[config.mk]
export PLATFORM = sky130hd
export DESIGN_NAME = cache_nway
export DESIGN_NICKNAME = d
export VERILOG_FILES = /design/src/rtl/cache_nway.sv
export SDC_FILE = /design/constraint.sdc
export NUM_CORES = 2
export LEC_CHECK = 0
export ABC_AREA = 1
export ABC_CLOCK_PERIOD_IN_PS = 12000
export CAP_MARGIN = 40
export CORE_MARGIN = 5
export CORE_UTILIZATION = 55
export CTS_CLUSTER_SIZE = 30
export DETAILED_ROUTE_END_ITERATION = 6
export PLACE_DENSITY = 0.76
export SETUP_SLACK_MARGIN = 0.4
export SYNTH_ARGS = -nofsm -noshare
export SYNTH_HDL_FRONTEND = slang
export SYNTH_SLANG_ARGS = --single-unit
[constraint.sdc]
create_clock -name clk -period 12 [get_ports clk]
set_input_delay 3.6 -clock clk [delete_from_list [all_inputs] [get_ports clk]]
set_output_delay 3.6 -clock clk [all_outputs]
set_load 0.02 [all_outputs]
[src/rtl/cache_nway.sv]
// N-way set-associative, write-back, write-allocate 128-bit line cache with tree
// pseudo-LRU replacement between a Wishbone requester port and Wishbone memory.
module cache_nway #(
   parameter int unsigned WAYS = 2,
   parameter int unsigned SETS = 8
) (
   input  logic         clk,
   input  logic         rst,
   input  logic         s_cyc,
   input  logic         s_stb,
   input  logic         s_we,
   input  logic [11:0]  s_adr,
   input  logic [15:0]  s_sel,
   input  logic [127:0] s_dat_m,
   output logic [127:0] s_dat_s,
   output logic         s_ack,
   output logic         m_cyc,
   output logic         m_stb,
   output logic         m_we,
   output logic [11:0]  m_adr,
   output logic [15:0]  m_sel,
   output logic [127:0] m_dat_m,
   input  logic [127:0] m_dat_s,
   input  logic         m_ack,
   output logic         hit_pulse,
   output logic         miss_pulse,
   output logic         wb_pulse
);
   localparam int unsigned IDXW = $clog2(SETS);
   localparam int unsigned TAGW = 12 - IDXW;
   localparam int unsigned WAYW = $clog2(WAYS);

   typedef enum logic [1:0] {IDLE, ACK, WB, FILL} state_t;
   state_t state_q, state_d;

   logic [SETS-1:0] valid_q [WAYS];
   logic [SETS-1:0] dirty_q [WAYS];
   logic [TAGW-1:0] tag_q   [WAYS][SETS];
   logic [127:0]    line_q  [WAYS][SETS];
   logic [WAYS-2:0] plru_q  [SETS];

   logic [WAYW-1:0] vic_q;
   logic [11:0]     adr_q;
   logic            retry_q;

   logic [IDXW-1:0] idx, fill_idx;
   logic [TAGW-1:0] s_tag;
   logic            req, lookup, hit, found_inv, vic_dirty;
   logic [WAYW-1:0] hit_way, victim;
   logic [127:0]    hit_line, merged;

   // Tree walk: node n has children 2n+1 (bit=0) and 2n+2 (bit=1); a bit points at the victim side.
   function automatic logic [WAYW-1:0] plru_victim(input logic [WAYS-2:0] b);
      int unsigned n;
      n = 0;
      for (int unsigned l = 0; l < WAYW; l++) n = 2 * n + 1 + 32'(b[n]);
      return WAYW'(n - (WAYS - 1));
   endfunction

   function automatic logic [WAYS-2:0] plru_touch(input logic [WAYS-2:0] b,
                                                  input logic [WAYW-1:0] w);
      logic [WAYS-2:0] r;
      int unsigned     n;
      r = b;
      n = 0;
      for (int unsigned l = 0; l < WAYW; l++) begin
         r[n] = ~w[WAYW-1-l];
         n    = 2 * n + 1 + 32'(w[WAYW-1-l]);
      end
      return r;
   endfunction

   assign idx      = s_adr[IDXW-1:0];
   assign s_tag    = s_adr[11:IDXW];
   assign fill_idx = adr_q[IDXW-1:0];
   assign req      = s_cyc & s_stb;
   assign lookup   = (state_q == IDLE) && req;

   always_comb begin
      hit       = 1'b0;
      hit_way   = '0;
      found_inv = 1'b0;
      victim    = plru_victim(plru_q[idx]);
      for (int unsigned w = 0; w < WAYS; w++) begin
         if (valid_q[w][idx] && (tag_q[w][idx] == s_tag)) begin
            hit     = 1'b1;
            hit_way = WAYW'(w);
         end
         if (!found_inv && !valid_q[w][idx]) begin
            found_inv = 1'b1;
            victim    = WAYW'(w);
         end
      end
   end

   assign hit_line  = line_q[hit_way][idx];
   assign vic_dirty = valid_q[victim][idx] & dirty_q[victim][idx];

   always_comb begin
      merged = hit_line;
      for (int unsigned i = 0; i < 16; i++)
         if (s_sel[i]) merged[8*i +: 8] = s_dat_m[8*i +: 8];
   end

   always_comb begin
      state_d = state_q;
      case (state_q)
         IDLE:    if (req) state_d = hit ? ACK : (vic_dirty ? WB : FILL);
         ACK:     state_d = IDLE;
         WB:      if (m_ack) state_d = FILL;
         FILL:    if (m_ack) state_d = IDLE;
         default: state_d = IDLE;
      endcase
   end

   always_ff @(posedge clk or posedge rst) begin
      if (rst) state_q <= IDLE;
      else     state_q <= state_d;
   end

   assign s_ack      = (state_q == ACK);
   assign m_cyc      = (state_q == WB) || (state_q == FILL);
   assign m_stb      = m_cyc;
   assign m_we       = (state_q == WB);
   assign m_sel      = '1;
   assign hit_pulse  = lookup & hit & ~retry_q;
   assign miss_pulse = lookup & ~hit & ~retry_q;
   assign wb_pulse   = (state_q == WB) & m_ack;

   always_ff @(posedge clk or posedge rst) begin
      if (rst) begin
         for (int unsigned w = 0; w < WAYS; w++) begin
            valid_q[w] <= '0;
            dirty_q[w] <= '0;
         end
         for (int unsigned s = 0; s < SETS; s++) plru_q[s] <= '0;
         vic_q   <= '0;
         adr_q   <= '0;
         retry_q <= 1'b0;
         s_dat_s <= '0;
         m_adr   <= '0;
         m_dat_m <= '0;
      end else begin
         case (state_q)
            IDLE: if (req) begin
               retry_q <= 1'b0;
               if (hit) begin
                  plru_q[idx] <= plru_touch(plru_q[idx], hit_way);
                  if (s_we) dirty_q[hit_way][idx] <= 1'b1;
                  else      s_dat_s <= hit_line;
               end else begin
                  vic_q <= victim;
                  adr_q <= s_adr;
                  if (vic_dirty) begin
                     m_adr   <= {tag_q[victim][idx], idx};
                     m_dat_m <= line_q[victim][idx];
                  end else begin
                     m_adr <= s_adr;
                  end
               end
            end
            WB: if (m_ack) m_adr <= adr_q;
            FILL: if (m_ack) begin
               valid_q[vic_q][fill_idx] <= 1'b1;
               dirty_q[vic_q][fill_idx] <= 1'b0;
               plru_q[fill_idx]         <= plru_touch(plru_q[fill_idx], vic_q);
               retry_q                  <= 1'b1;
            end
            default: ;
         endcase
      end
   end

   // Tag and data arrays carry no reset; valid bits alone qualify them.
   always_ff @(posedge clk) begin
      if (lookup && hit && s_we) line_q[hit_way][idx] <= merged;
      if ((state_q == FILL) && m_ack) begin
         line_q[vic_q][fill_idx] <= m_dat_s;
         tag_q[vic_q][fill_idx]  <= adr_q[11:IDXW];
      end
   end
endmodule

==> summary.txt <==
# rows - 177
Hold_buf cts - 0
Power Total - 23.8 mW
CP endpoint kind - primary output
Clk_lat worst skew - 0.97 ns
Drt pass-1 iters - 7
HPWL after DPL - 244000 um
Max Clock Skew - 0.0676 ns
Pwr dens - 163 nW/um2
Final setup fails - 0
Drt total wl - 429000 um
Fillcell total - 18600
Mapped Cells - 14400
CTS root buf - clkbuf_16
Sequential share of the synthesized area - 0.577
Worst-path clk slew - 0.06 ns
Setup Fix Bufs, Post-CTS - 0
Critical R2R Launch - tag_q[1][35]
Leakage power - 60.6 nW
I/O Pins - 581
Final #Nets - 14800
Non-filler cells in the finished layout - 17800
Global placement routability congestion - 0.930
Antenna violations before repair - 6
Num CTS Buffers - 284
Detail Route Antenna Nets - 0
CTS Buffer Depth - 4
Status - finished, violations left
Worst-Margin Slew - 1.10 ns
Max Clk Rate - 88.2 MHz
Type of origin of the critical path - primary input
Max Slew Vio Count - 0
FF+latch count, synth - 2516
Period utilization - 0.945
Initial Util - 0.552
Max Cap Violations - 0
Worst-path maximum fanout - 44
# DRC - 6
Reg2reg setup slack - 5.68 ns
Mapped Area - 128000 um2
Netlist cell types - 38
Min Tclk post-route - 11.34 ns
Largest net degree at the start of global routing - 217
Core area - 232000 um2
Hold Crit Class - register to register
CTS tree - built
YS warnings - 0
Vias in the first global route - 102000
DR WL/cell - 24.1 um
Post-layout util - 0.627
Layout cells sized above 1 - 0.0502
DP Worst Slack - 0.662 ns
First-pass GRT wire length - 635000 um
Worst VDD drop - 0.140 mV
WS Path Type - primary input to primary output
Die Wd - 493 um
Layout area overhead - 13.6%
Clock share of power - 0.349
Hold Slack - 0.475 ns
H-tree Lvls - 5
Worst slew margin - 0.267
HP Start - s_dat_s[12]
Average cell area after synthesis - 8.89 um2
Internal - 16.5 mW
Finished Cell Area - 146000 um2
Global route total overflow - 0
Via density per instance - 6.13
WP data required - 8.40 ns
Worst hold stages - 2
Worst R2R End - line_q[0][297]
Drt first-iter violations - 15200
Sw Pwr - 7.26 mW
I/O Buffers - 564
Reg2reg path depth - 24
Placed inst area - 137000 um2
DIE HEIGHT - 493 um
RSZ-0062 raised after global routing - false
Die ar. - 243000 um2
Failing checks - DRC
Seq pwr share - 0.449
Clk sinks - 2516
DP Cell Count - 17300
Hold endpoint - s_dat_s[12]
Final hold violations - 0
Final WS setup - 0.664 ns
Gate power share - 0.202
Via Count - 109000
Setup TNS - 0 ns
GRT Overall Usage - 0.343
Arrival time at the worst endpoint - 7.74 ns
Sw frac - 0.305
-- cells by family after synthesis --
group,synth area share
buf+inv,0.0822
other cells,0.0000293
simple gates,0.243
xor+xnor,0.000342
flops,0.577
compound gates,0.0975
mux,0.000547
-- registers in the layout (all words and copies together), names as in the netlist --
register and count:
retry_q 1, m_adr 12, dirty_q 16, valid_q 16
line_q 2048, m_dat_m 128, tag_q 144, vic_q 1
plru_q 8, state_q 2, adr_q 12, s_dat_s 128
-- critical path: stages --
cell             delay, ns
clkdlybuf4s50_1       0.89
nand2_1               0.41
inv_8                 0.36
nand2_1               0.09
nor2_1                0.11
nor2_1                0.07
nand2_1               0.11
nand2_1               0.09
nor2_1                0.10
nand2_1               0.10
nor2_4                0.19
nand2_8               0.25
nand2_2               0.36
nand2_1               0.17
nor2_1                0.16
clkdlybuf4s50_1       0.63
-- per-layer routing --
metal	wire length [um]	vias to the layer above	track usage
met4	22500	2	0.164
met2	188000	7839	0.521
met5	13	-	0
met1	159000	51200	0.471
met3	59900	1370	0.0787
li1	-	48700	-
-- layout make-up --
type                            count  area (um2)  area share
Antenna cell                        4        10.0   0.0000688
Clock buffer                      373        7770      0.0534
Clock inverter                    116         900     0.00618
Inverter                         1609        6110      0.0420
Multi-Input combinational cell   9311       44100       0.303
Sequential cell                  2516       73900       0.508
Tap cell                         3043        3810      0.0262
Timing Repair Buffer              832        8970      0.0616
-- worst max-delay path by stage --
stage	from	endpoint	slack, ns	cells after the start
detailed placement	s_adr[1]	hit_pulse	0.66	18
global placement	s_adr[1]	hit_pulse	0.70	18
CTS	s_adr[1]	hit_pulse	0.64	18
floorplan	s_adr[0]	line_q[0][640]	-0.48	21
global route	s_adr[2]	hit_pulse	0.54	16
finish	s_adr[2]	hit_pulse	0.66	16
-- power by group through the flow --
stage	logic, mW	registers (mW)	clock network, mW
after floorplan	2.56	11.0	0
after global placement	4.56	10.8	0
after detailed placement	4.69	10.8	0
after CTS	4.72	10.7	8.33
after global routing	5.18	10.7	8.69
final	4.81	10.7	8.30
-- cells in the final DEF, fill, tap and decap left out, types with 12 or more instances in the layout --
cell type / count
a21oi_1: 290
a21oi_4: 16
buf_12: 47
buf_16: 34
buf_4: 178
bufinv_16: 13
clkbuf_1: 63
clkbuf_16: 290
clkbuf_8: 20
clkdlybuf4s50_1: 562
clkinv_1: 50
clkinv_2: 38
conb_1: 16
dfrtp_1: 324
edfxtp_1: 2192
inv_1: 1588
inv_6: 14
nand2_1: 4064
nand3_1: 1374
nand3b_1: 597
nand4_1: 133
nor2_1: 757
nor2_4: 12
nor3_1: 83
o211ai_1: 551
o21ai_0: 1270
o21ai_1: 66
o22ai_1: 13
or2_2: 32
-- synthesized netlist by cell type --
library cell	instances	area (um2)
nand2_1	4064	15300
edfxtp_1	2192	65800
inv_1	1594	5980
nand3_1	1374	6880
o21ai_0	1270	6360
nor2_1	766	2880
nand3b_1	597	4480
o211ai_1	551	4140
clkbuf_1	474	1780
buf_2	413	2070
dfrtp_1	324	8110
a21oi_1	306	1530
nand4_1	133	832
nor3_1	83	415
o21ai_1	66	330
buf_1	65	244
buf_4	39	293
or2_2	32	200
o22ai_1	13	81.3
inv_2	11	41.3
buf_6	10	113
mux2i_1	7	70.1
nand2_2	6	37.5
nor2_2	6	37.5
or2_1	5	31.3
xor2_1	5	43.8
a31oi_1	3	18.8
clkinv_1	2	7.51
nor2_4	2	22.5
a211oi_1	1	7.51
clkinv_2	1	5.00
conb_1	1	3.75
inv_4	1	6.26
nand4_2	1	12.5
nor3_2	1	10.0
o2111ai_1	1	8.76
o21bai_2	1	11.3
o22ai_2	1	12.5
-- timing repair --
item                                    CTS  global route
endpoints found under the setup margin    0             1
resized for setup                         0             1
endpoints found under the hold margin     0             0
Power figures use the tool's default switching activity.
